===== config.mk =====
export PLATFORM = sky130hd
export DESIGN_NAME = bcd_to_bin_seq_flat
export DESIGN_NICKNAME = d
export VERILOG_FILES = /design/src/rtl/bcd_pkg.sv /design/src/rtl/bcd_to_bin_seq_if.sv /design/src/rtl/bcd_digit_adj_sub3.sv /design/src/rtl/bcd_to_bin_seq.sv /design/src/flat_wrapper.sv
export SDC_FILE = /design/constraint.sdc
export NUM_CORES = 1
export LEC_CHECK = 0
export ABC_CLOCK_PERIOD_IN_PS = 1500
export CAP_MARGIN = 0
export CORE_MARGIN = 5
export CORE_UTILIZATION = 39
export CTS_CLUSTER_SIZE = 30
export DETAILED_ROUTE_END_ITERATION = 10
export PLACE_DENSITY = 0.75
export REMOVE_ABC_BUFFERS = 1
export SLEW_MARGIN = 10
export SYNTH_ARGS = -nofsm -noshare
export SYNTH_HDL_FRONTEND = slang
export SYNTH_SLANG_ARGS = --single-unit

===== constraint.sdc =====
create_clock -name clk -period 1.5 [get_ports clk]
set_input_delay 0.375 -clock clk [delete_from_list [all_inputs] [get_ports clk]]
set_output_delay 0.375 -clock clk [all_outputs]
set_load 0.02 [all_outputs]

===== src/rtl/bcd_pkg.sv =====
// Shared types and helpers for the BCD-to-binary converter.
package bcd_pkg;

  localparam int DIGIT_W = 4;

  typedef enum logic [1:0] {IDLE, SHIFT, DONE} bcd_conv_state_t;

  // Smallest binary width w with 2**w > 10**digits - 1.
  function automatic int bin_width(input int digits);
    longint lim;
    longint pw;
    int     w;
    lim = 1;
    for (int i = 0; i < digits; i++) lim = lim * 10;
    pw = 1;
    w  = 0;
    while (pw < lim) begin
      pw = pw * 2;
      w  = w + 1;
    end
    return w;
  endfunction

endpackage


===== src/rtl/bcd_to_bin_seq_if.sv =====
// Request/response bundle for the BCD-to-binary converter.
// Handshake: a transfer happens on a rising edge where valid and ready are
// both high; valid and payload stay stable until that edge, and ready never
// depends combinationally on the opposite side's valid.
interface bcd_to_bin_seq_if #(
  parameter int DIGITS = 4,
  parameter int BIN_W  = 14
) ();

  logic                  in_valid;
  logic                  in_ready;
  logic [4*DIGITS-1:0]   in_bcd;
  logic                  out_valid;
  logic                  out_ready;
  logic [BIN_W-1:0]      out_bin;
  logic                  out_err;

  // Producer of BCD words and consumer of results.
  modport master (
    output in_valid, in_bcd, out_ready,
    input  in_ready, out_valid, out_bin, out_err
  );

  // The converter itself.
  modport slave (
    input  in_valid, in_bcd, out_ready,
    output in_ready, out_valid, out_bin, out_err
  );

endinterface


===== src/rtl/bcd_digit_adj_sub3.sv =====
// Reverse double-dabble digit correction: a digit of 8 or more loses 3.
module bcd_digit_adj_sub3
  import bcd_pkg::*;
(
  input  logic [DIGIT_W-1:0] digit_i,
  output logic [DIGIT_W-1:0] digit_o
);

  // Pure 4-bit compare/subtract, no carry out of the digit.
  always_comb begin
    digit_o = (digit_i >= 4'd8) ? (digit_i - 4'd3) : digit_i;
  end

endmodule


===== src/rtl/bcd_to_bin_seq.sv =====
// Sequential BCD-to-binary converter, one result bit per clock
// (reverse double-dabble). Non-decimal digits produce an error result.
module bcd_to_bin_seq
  import bcd_pkg::*;
#(
  parameter int DIGITS = 4,
  parameter int BIN_W  = 14
) (
  input  logic            clk,
  input  logic            rst_n,
  bcd_to_bin_seq_if.slave bus,
  output bcd_conv_state_t state_o
);

  localparam int BCD_W = DIGIT_W * DIGITS;
  localparam int CNT_W = $clog2(BIN_W + 1);
  localparam logic [CNT_W-1:0] LAST_CNT = CNT_W'(BIN_W - 1);

  if (BIN_W < bin_width(DIGITS)) begin : g_width_check
    $error("bcd_to_bin_seq: BIN_W too small for DIGITS");
  end

  bcd_conv_state_t      state_q, state_d;
  logic [CNT_W-1:0]     cnt_q, cnt_d;
  logic [BCD_W-1:0]     bcd_q, bcd_d;
  logic [BIN_W-1:0]     bin_q, bin_d;
  logic                 err_q, err_d;

  logic [BCD_W+BIN_W-1:0] shifted;
  logic [BCD_W-1:0]       bcd_adj;
  logic                   in_bad;

  // One right shift of the joint register: bcd LSB becomes bin MSB.
  assign shifted = {bcd_q, bin_q} >> 1;

  for (genvar g = 0; g < DIGITS; g++) begin : g_adj
    bcd_digit_adj_sub3 u_adj (
      .digit_i (shifted[BIN_W + g*DIGIT_W +: DIGIT_W]),
      .digit_o (bcd_adj[g*DIGIT_W +: DIGIT_W])
    );
  end

  // Flag any incoming digit above 9.
  always_comb begin
    in_bad = 1'b0;
    for (int i = 0; i < DIGITS; i++) begin
      if (bus.in_bcd[i*DIGIT_W +: DIGIT_W] > 4'd9) in_bad = 1'b1;
    end
  end

  // State, counter and datapath registers.
  always_ff @(posedge clk or negedge rst_n) begin
    if (!rst_n) begin
      state_q <= IDLE;
      cnt_q   <= '0;
      bcd_q   <= '0;
      bin_q   <= '0;
      err_q   <= 1'b0;
    end else begin
      state_q <= state_d;
      cnt_q   <= cnt_d;
      bcd_q   <= bcd_d;
      bin_q   <= bin_d;
      err_q   <= err_d;
    end
  end

  // Next-state and datapath update.
  always_comb begin
    state_d = state_q;
    cnt_d   = cnt_q;
    bcd_d   = bcd_q;
    bin_d   = bin_q;
    err_d   = err_q;
    unique case (state_q)
      IDLE: begin
        if (bus.in_valid) begin
          if (in_bad) begin
            err_d   = 1'b1;
            bin_d   = '0;
            state_d = DONE;
          end else begin
            err_d   = 1'b0;
            bcd_d   = bus.in_bcd;
            bin_d   = '0;
            cnt_d   = '0;
            state_d = SHIFT;
          end
        end
      end
      SHIFT: begin
        bcd_d = bcd_adj;
        bin_d = shifted[BIN_W-1:0];
        cnt_d = cnt_q + 1'b1;
        if (cnt_q == LAST_CNT) state_d = DONE;
      end
      DONE: begin
        if (bus.out_ready) state_d = IDLE;
      end
      default: state_d = IDLE;
    endcase
  end

  // Outputs depend on state only; the result is hidden outside DONE.
  assign bus.in_ready  = (state_q == IDLE);
  assign bus.out_valid = (state_q == DONE);
  assign bus.out_bin   = (state_q == DONE) ? bin_q : '0;
  assign bus.out_err   = (state_q == DONE) && err_q;
  assign state_o       = state_q;

endmodule


===== src/flat_wrapper.sv =====
// flat-port wrapper written by rule: the top's interface ports become plain ports
module bcd_to_bin_seq_flat import bcd_pkg::*;
#(
  parameter int DIGITS = 4,
  parameter int BIN_W  = 14
)
  (clk, rst_n, state_o, bus_in_valid, bus_in_bcd, bus_out_ready, bus_in_ready, bus_out_valid, bus_out_bin, bus_out_err);
  bcd_to_bin_seq_if #(.DIGITS(DIGITS), .BIN_W(BIN_W)) bus_i ();
  input  logic clk;
  input  logic rst_n;
  output bcd_conv_state_t state_o;
  input wire logic [$bits(bus_i.in_valid)-1:0] bus_in_valid;
  input wire logic [$bits(bus_i.in_bcd)-1:0] bus_in_bcd;
  input wire logic [$bits(bus_i.out_ready)-1:0] bus_out_ready;
  output wire logic [$bits(bus_i.in_ready)-1:0] bus_in_ready;
  output wire logic [$bits(bus_i.out_valid)-1:0] bus_out_valid;
  output wire logic [$bits(bus_i.out_bin)-1:0] bus_out_bin;
  output wire logic [$bits(bus_i.out_err)-1:0] bus_out_err;
  assign bus_i.in_valid = bus_in_valid;
  assign bus_i.in_bcd = bus_in_bcd;
  assign bus_i.out_ready = bus_out_ready;
  assign bus_in_ready = bus_i.in_ready;
  assign bus_out_valid = bus_i.out_valid;
  assign bus_out_bin = bus_i.out_bin;
  assign bus_out_err = bus_i.out_err;
  bcd_to_bin_seq #(.DIGITS(DIGITS), .BIN_W(BIN_W)) u_core (.clk(clk), .rst_n(rst_n), .bus(bus_i), .state_o(state_o));
endmodule

== Word level (Yosys, flattened, before mapping) ==
Cells that the tools add are included.

* $add $sub $neg: 5
* $lt $le $gt $ge: 8
* Equality and inequality tests: 7
* Mux-type cells: 23
* Reduce and logical (&&, ||, !) cells: 7

{| class="wikitable"
|+ Operator list
! cell !! number
|-
| 16-bit two-way mux || 2
|-
| 16-bit one-hot mux with 2 select lines || 1
|-
| 14-bit two-way mux || 2
|-
| 14-bit one-hot mux with 2 select lines || 1
|-
| 4-bit two-way mux || 6
|-
| 4-bit greater-than comparator, second input constant || 4
|-
| 4-bit >= comparator, second input constant || 3
|-
| 4-bit by 2-bit subtractor with 4-bit output, second input constant || 3
|-
| 2-bit two-way mux || 4
|-
| 4-bit one-hot mux with 2 select lines || 1
|-
| 2-bit inequality test, second input constant || 3
|-
| 2-bit one-hot mux with 3 select lines || 1
|-
| 3-bit AND reduction || 2
|-
| 1-bit two-way mux || 5
|-
| 4-bit by 1-bit adder with 4-bit output, second input constant || 1
|-
| 4-bit equality test, second input constant || 1
|-
| 3-bit by 4-bit >= comparator with 1-bit output, second input constant || 1
|-
| 2-bit AND reduction || 2
|-
| 3-bit by 2-bit subtractor with 4-bit output, second input constant || 1
|-
| 2-bit by 1-bit equality test with 1-bit output, second input constant || 1
|-
| 2-bit equality test, second input constant || 1
|-
| 2-bit zero test || 1
|-
| 2-bit by 1-bit inequality test with 1-bit output, second input constant || 1
|-
| 2-bit nonzero test || 1
|-
| 1-bit logical AND || 1
|}

* Register bits: 37
* Input bits: 20
* Logic and storage cells: 55

== Longest topological paths before layout ==
* Depth after elaboration: 8
* Gate-level depth with buffers: 5

== By module ==
A second synthesis with hierarchy kept.

* Cell total of the unflattened synthesis: 188
* Area total of the unflattened synthesis: 2048.2 µm²

{| class="wikitable"
|+ By module, submodules not included
! module !! instances !! cells each !! area each (µm²) !! sequential area each (µm²)
|-
| bcd_to_bin_seq || 1 || 144 || 1742.9 || 925.9
|-
| bcd_digit_adj_sub3 || 4 || 11 || 76.3 || 0.0
|}

== Worst setup path after synthesis ==
No wires, ideal clock.

* Path kind: register to output
* Start: register u_core.state_q[1], in the netlist u_core.state_o[1]
* End: output bus_out_bin[0]
* Arrival time: 1.491 ns
* Data required time: 1.125 ns
* Slack: -0.366 ns
* Cell stages (with the launch flop): 5
* Path through: dfrtp_1 -> inv_1 -> nor2_1 -> clkbuf_1 -> and2_1

* Cells in the longest elaborated chain, start to end: 2

{| class="wikitable"
|+ RTL lines
! what !! RTL line !! text
|-
| start: declaration || bcd_to_bin_seq.sv:23 || <nowiki>bcd_conv_state_t state_q, state_d;</nowiki>
|-
| start signal: assignment || bcd_to_bin_seq.sv:60 || <nowiki>state_q <= state_d;</nowiki>
|-
| 2-bit equality test || -- ||
|-
| named net bus_out_valid || flat_wrapper.sv:16 || <nowiki>output wire logic [$bits(bus_i.out_valid)-1:0] bus_out_valid;</nowiki>
|-
| 14-bit two-way mux || bcd_to_bin_seq.sv:107 || <nowiki>assign bus.out_bin = (state_q == DONE) ? bin_q : '0;</nowiki>
|-
| end: declaration || flat_wrapper.sv:17 || <nowiki>output wire logic [$bits(bus_i.out_bin)-1:0] bus_out_bin;</nowiki>
|}

The timed path passes the listed nets, and every way through them passes these cells.

== Worst setup path after layout ==
* Start: register u_core.state_q[1], in the netlist u_core.state_o[1]
* End: output bus_out_bin[6]

* Cells in the longest elaborated chain, start to end: 2

{| class="wikitable"
|+ RTL lines
! what !! RTL line
|-
| 2-bit equality test || bcd_to_bin_seq.sv:107
|-
| 14-bit two-way mux || bcd_to_bin_seq.sv:107
|}

Every way passes these cells.

==> impl_metrics.csv <==
group,metric,value,unit
status,status,"finished, violations left",
status,violations,"setup timing",
critical_path,reg2reg_from,"u_core.state_o[0]",
sta,max_freq,609,MHz
power,cellLeakagePower,1.40,nW
yosys,synth_top_area_share,0.489,
final_layout,fillers,403,
routing,vias_per_cell,5.12,
routing,drt_iter0_markers,63,
clocking,cts_hold_buf,0,
final_layout,drive_gt1_frac,0.432,
critical_path,r2r-end,"u_core.bcd_q[1]",
final_layout,n_antenna_cell,0,
critical_path,endpoint_kind,"output port",
global_routing,grt_max_degree,38,
power,total_power,0.00435,W
critical_path,reg2reg_depth,7,
critical_path,cp_cell_sequence,"inv_2 -> nor2_4 -> buf_6 -> and2_4 -> buf_6",
routing,wl_per_cell,15.3,um
floorplanning,dieArea,0.00635,mm2
yosys,synth_area_leader_cell,"dfrtp_1",
critical_path,crit_path_top_delay_cell,"dfrtp_1",
floorplanning,rows,25,
clocking,htreeDepth,2,
power,pwr-share-clk,0.203,
placed_design,place_inst,302,
sta,rsz0062_at_grt,"true",
floorplanning,die_x,79.7,um
sta,max-slew-margin-rel,0.747,
final_layout,register_area,926,um2
placed_design,dp_hpwl,3100,um
critical_path,cp-startpoint,"u_core.state_o[1]",
floorplanning,start_util,0.401,
floorplanning,core-area,0.00472,mm2
sta,final_hold_viol_count,0,
critical_path,cp_top_family,"flip-flops",
yosys,ys.flop_type,"dfrtp_1",
clocking,tritoncts,"yes",
routing,wirelength,4860,um
final_layout,stdcell_count,317,
job,drv_cap,0,
final_layout,nets,277,
yosys,synth_cell_types,36,
critical_path,r2r_slack,-0.01,ns
clocking,clockBufferDepth,2,
power,internal_power,0.00278,W
critical_path,worstPathArrival,1.27,ns
sta,slew_viol_final,0,
yosys,yosysWarnings,0,
routing,antenna_left,0,
placed_design,gp_congestion,0.755,
yosys,yosysSeqAreaShare,0.489,
sta,worstMarginPinSlew,0.379,ns
critical_path,criticalPathCategory,"reg2out",
global_routing,antenna_found_initial,0,
clocking,cts_buffers,5,
power,netSwitchingFraction,0.361,
routing,drc,0,
power,p_seq_frac,0.361,
global_routing,grt.total_usage,0.165,
yosys,avgSynthCellArea,11.1,um2
global_routing,grt_pass1_vias,1581,
routing,via_count,1623,
critical_path,cp_max_fo,8,
floorplanning,die_h,79.7,um
critical_path,crit_top_cell,"buf_6",
yosys,ys_top_cells_by_area,"dfrtp_1 (49%), a22o_1 (6.5%), ha_1 (5.3%), and2_1 (5.0%), a221o_2 (3.6%)",
critical_path,crit_buf_inv,3,
final_layout,multi_input_area,986,um2
sta,fin_crit_sh,1.09,
critical_path,crit_path_end,"bus_out_bin[6]",
sta,skew,0.00570,ns
yosys,ys_ff_latch,37,
sta,setup_slack,-0.142,ns
clocking,insertion_delay,0.30,ns
sta,setup_violations,22,
clocking,clk_pin_slew_worst_paths,0.07,ns
yosys,synth_area,0.00189,mm2
yosys,syn_inst,171,
yosys,synthArstFlopShare,1.00,
placed_design,port_buffers,38,
critical_path,crit_cells,5,
final_layout,area_growth,53.6,%
clocking,clockRootBuffer,"clkbuf_8",
power,switchingPower,0.00157,W
critical_path,startpoint_type,"flop",
global_routing,grt_remaining_overflow,0,
sta,layout_min_cycle_time,1.64,ns
critical_path,crit_required,1.12,ns
critical_path,slowest_delay,0.38,ns
power,vdd_drop_max,0.000705,V
routing,drt_pass1_iterations,4,
global_routing,grt_pass1_wl,7910,um
clocking,clock_sinks,37,
power,comb_power_share,0.436,
yosys,synth_edf_count,0,
power,p_per_area,1500,mW/mm2
floorplanning,io_pins,39,
min_path,min_path_type,"in2reg",
## sequential cells by signal, summed over array words and instances, names as in the netlist
signal	cells
u_core.bcd_q	16
u_core.bin_q	14
u_core.cnt_q	4
u_core.err_q	1
u_core.state_o	2
## cell families after synthesis
kind of cell | synth area share
adder cells (fa/ha/maj) | 0.0529
multiplexers | 0.0218
flip-flops | 0.489
buffers and inverters | 0.0502
AND/OR/NAND/NOR | 0.134
XOR/XNOR | 0.0324
AO/OA/AOI/OAI | 0.219
## power by group through the flow
stage	Combinational, W	Sequential (W)	Clock, W
after floorplan	0.000953	0.00154	0
after global routing	0.00206	0.00161	0.000947
after CTS	0.00184	0.00157	0.000904
final	0.00189	0.00157	0.000884
after detailed placement	0.00164	0.00156	0
after global placement	0.00159	0.00156	0
## cell usage after synthesis (2+ instances only)
cell and count:
a21oi_1 5, nor2b_1 3, xor2_1 2, nand2_1 6
dfrtp_1 37, nand3_1 2, nand4_1 2, a221o_1 4
and2_1 15, o32ai_1 2, a22o_1 14, ha_1 8
a31oi_1 2, a221o_2 6, inv_1 13, nor2_1 15
buf_2 4, o21ai_2 3, mux2i_1 3, or3_1 2
a221oi_2 2, o21ai_0 2, xnor2_1 5, clkbuf_1 2
## metrics by stage
stage / TNS (ns) / instance area [um2] / worst slack (ns) / hold WS, ns / utilization
final: -2.12 / 2910 / -0.142 / 0.387 / 0.616
after global routing: -3.55 / 2910 / -0.187 / 0.385 / 0.616
after CTS: -2.20 / 2850 / -0.145 / 0.448 / 0.604
after detailed placement: -17.65 / 2600 / -0.605 / 0.474 / 0.551
after global placement: -16.54 / 2600 / -0.554 / 0.477 / 0.551
after floorplan: -23.31 / 1850 / -0.678 / 0.0794 / -
## cell usage in the layout (no fill, tap or decap), drive strengths merged, types with 3 or more instances in the layout
cell           netlist  final
buf                  6     59
xnor2                5      5
dfrtp               37     37
a22o                15     15
clkbuf               2      5
nor2                16     16
inv                 13     13
a31oi                3      4
ha                   8      8
a21oi                5      5
mux2i                3      3
nand2                6      6
dlymetal6s2s         0      3
a221o               10     10
clkdlybuf4s50        0      6
and2                15     15
nor2b                3      3
dlygate4sd2          0      9
o21ai                6      6
## worst register-to-register path, stage by stage (launching register included)
cell and delay, ns:
dfrtp_1 0.39, buf_4 0.17, nor2_4 0.05, buf_4 0.13
nand2_2 0.10, nor2_4 0.06, buf_4 0.16, a221o_1 0.35
## layer usage
layer / global-route usage / routed length [um] / vias to the layer above
li1: - / - / 773
met1: 0.205 / 2120 / 792
met2: 0.265 / 2340 / 50
met3: 0.0485 / 302 / 8
met4: 0.0687 / 107 / 0
met5: 0 / 0 / -
## how the worst min path moves through the flow
stage / startpoint / endpoint / slack, ns / depth (start not counted)
6_report: bus_in_bcd[15] / u_core.bcd_q[15] / 0.39 / 2
4_1_cts: rst_n / u_core.bin_q[0] / 0.45 / 2
5_1_grt: bus_in_bcd[15] / u_core.bcd_q[15] / 0.38 / 2
2_1_floorplan: rst_n / u_core.bcd_q[0] / 0.08 / 0
3_5_place_dp: u_core.bin_q[0] / u_core.bin_q[0] / 0.47 / 1
3_3_place_gp: u_core.bin_q[0] / u_core.bin_q[0] / 0.48 / 1
## area by class of cell
class	count	area share
Multi-Input combinational cell	114	0.339
Sequential cell	37	0.318
Timing Repair Buffer	78	0.257
Tap cell	67	0.0288
Clock buffer	5	0.0237
Inverter	13	0.0168
Clock inverter	3	0.0159
## what timing repair did
action | 4_1_cts | 5_1_grt
gates cloned | 2 | 0
resized for setup | 152 | 9
setup buffers | 1 | 6
pin swaps | 18 | 6
setup endpoints to repair | 39 | 49
No activity file was read; power rests on OpenSTA's default activity.
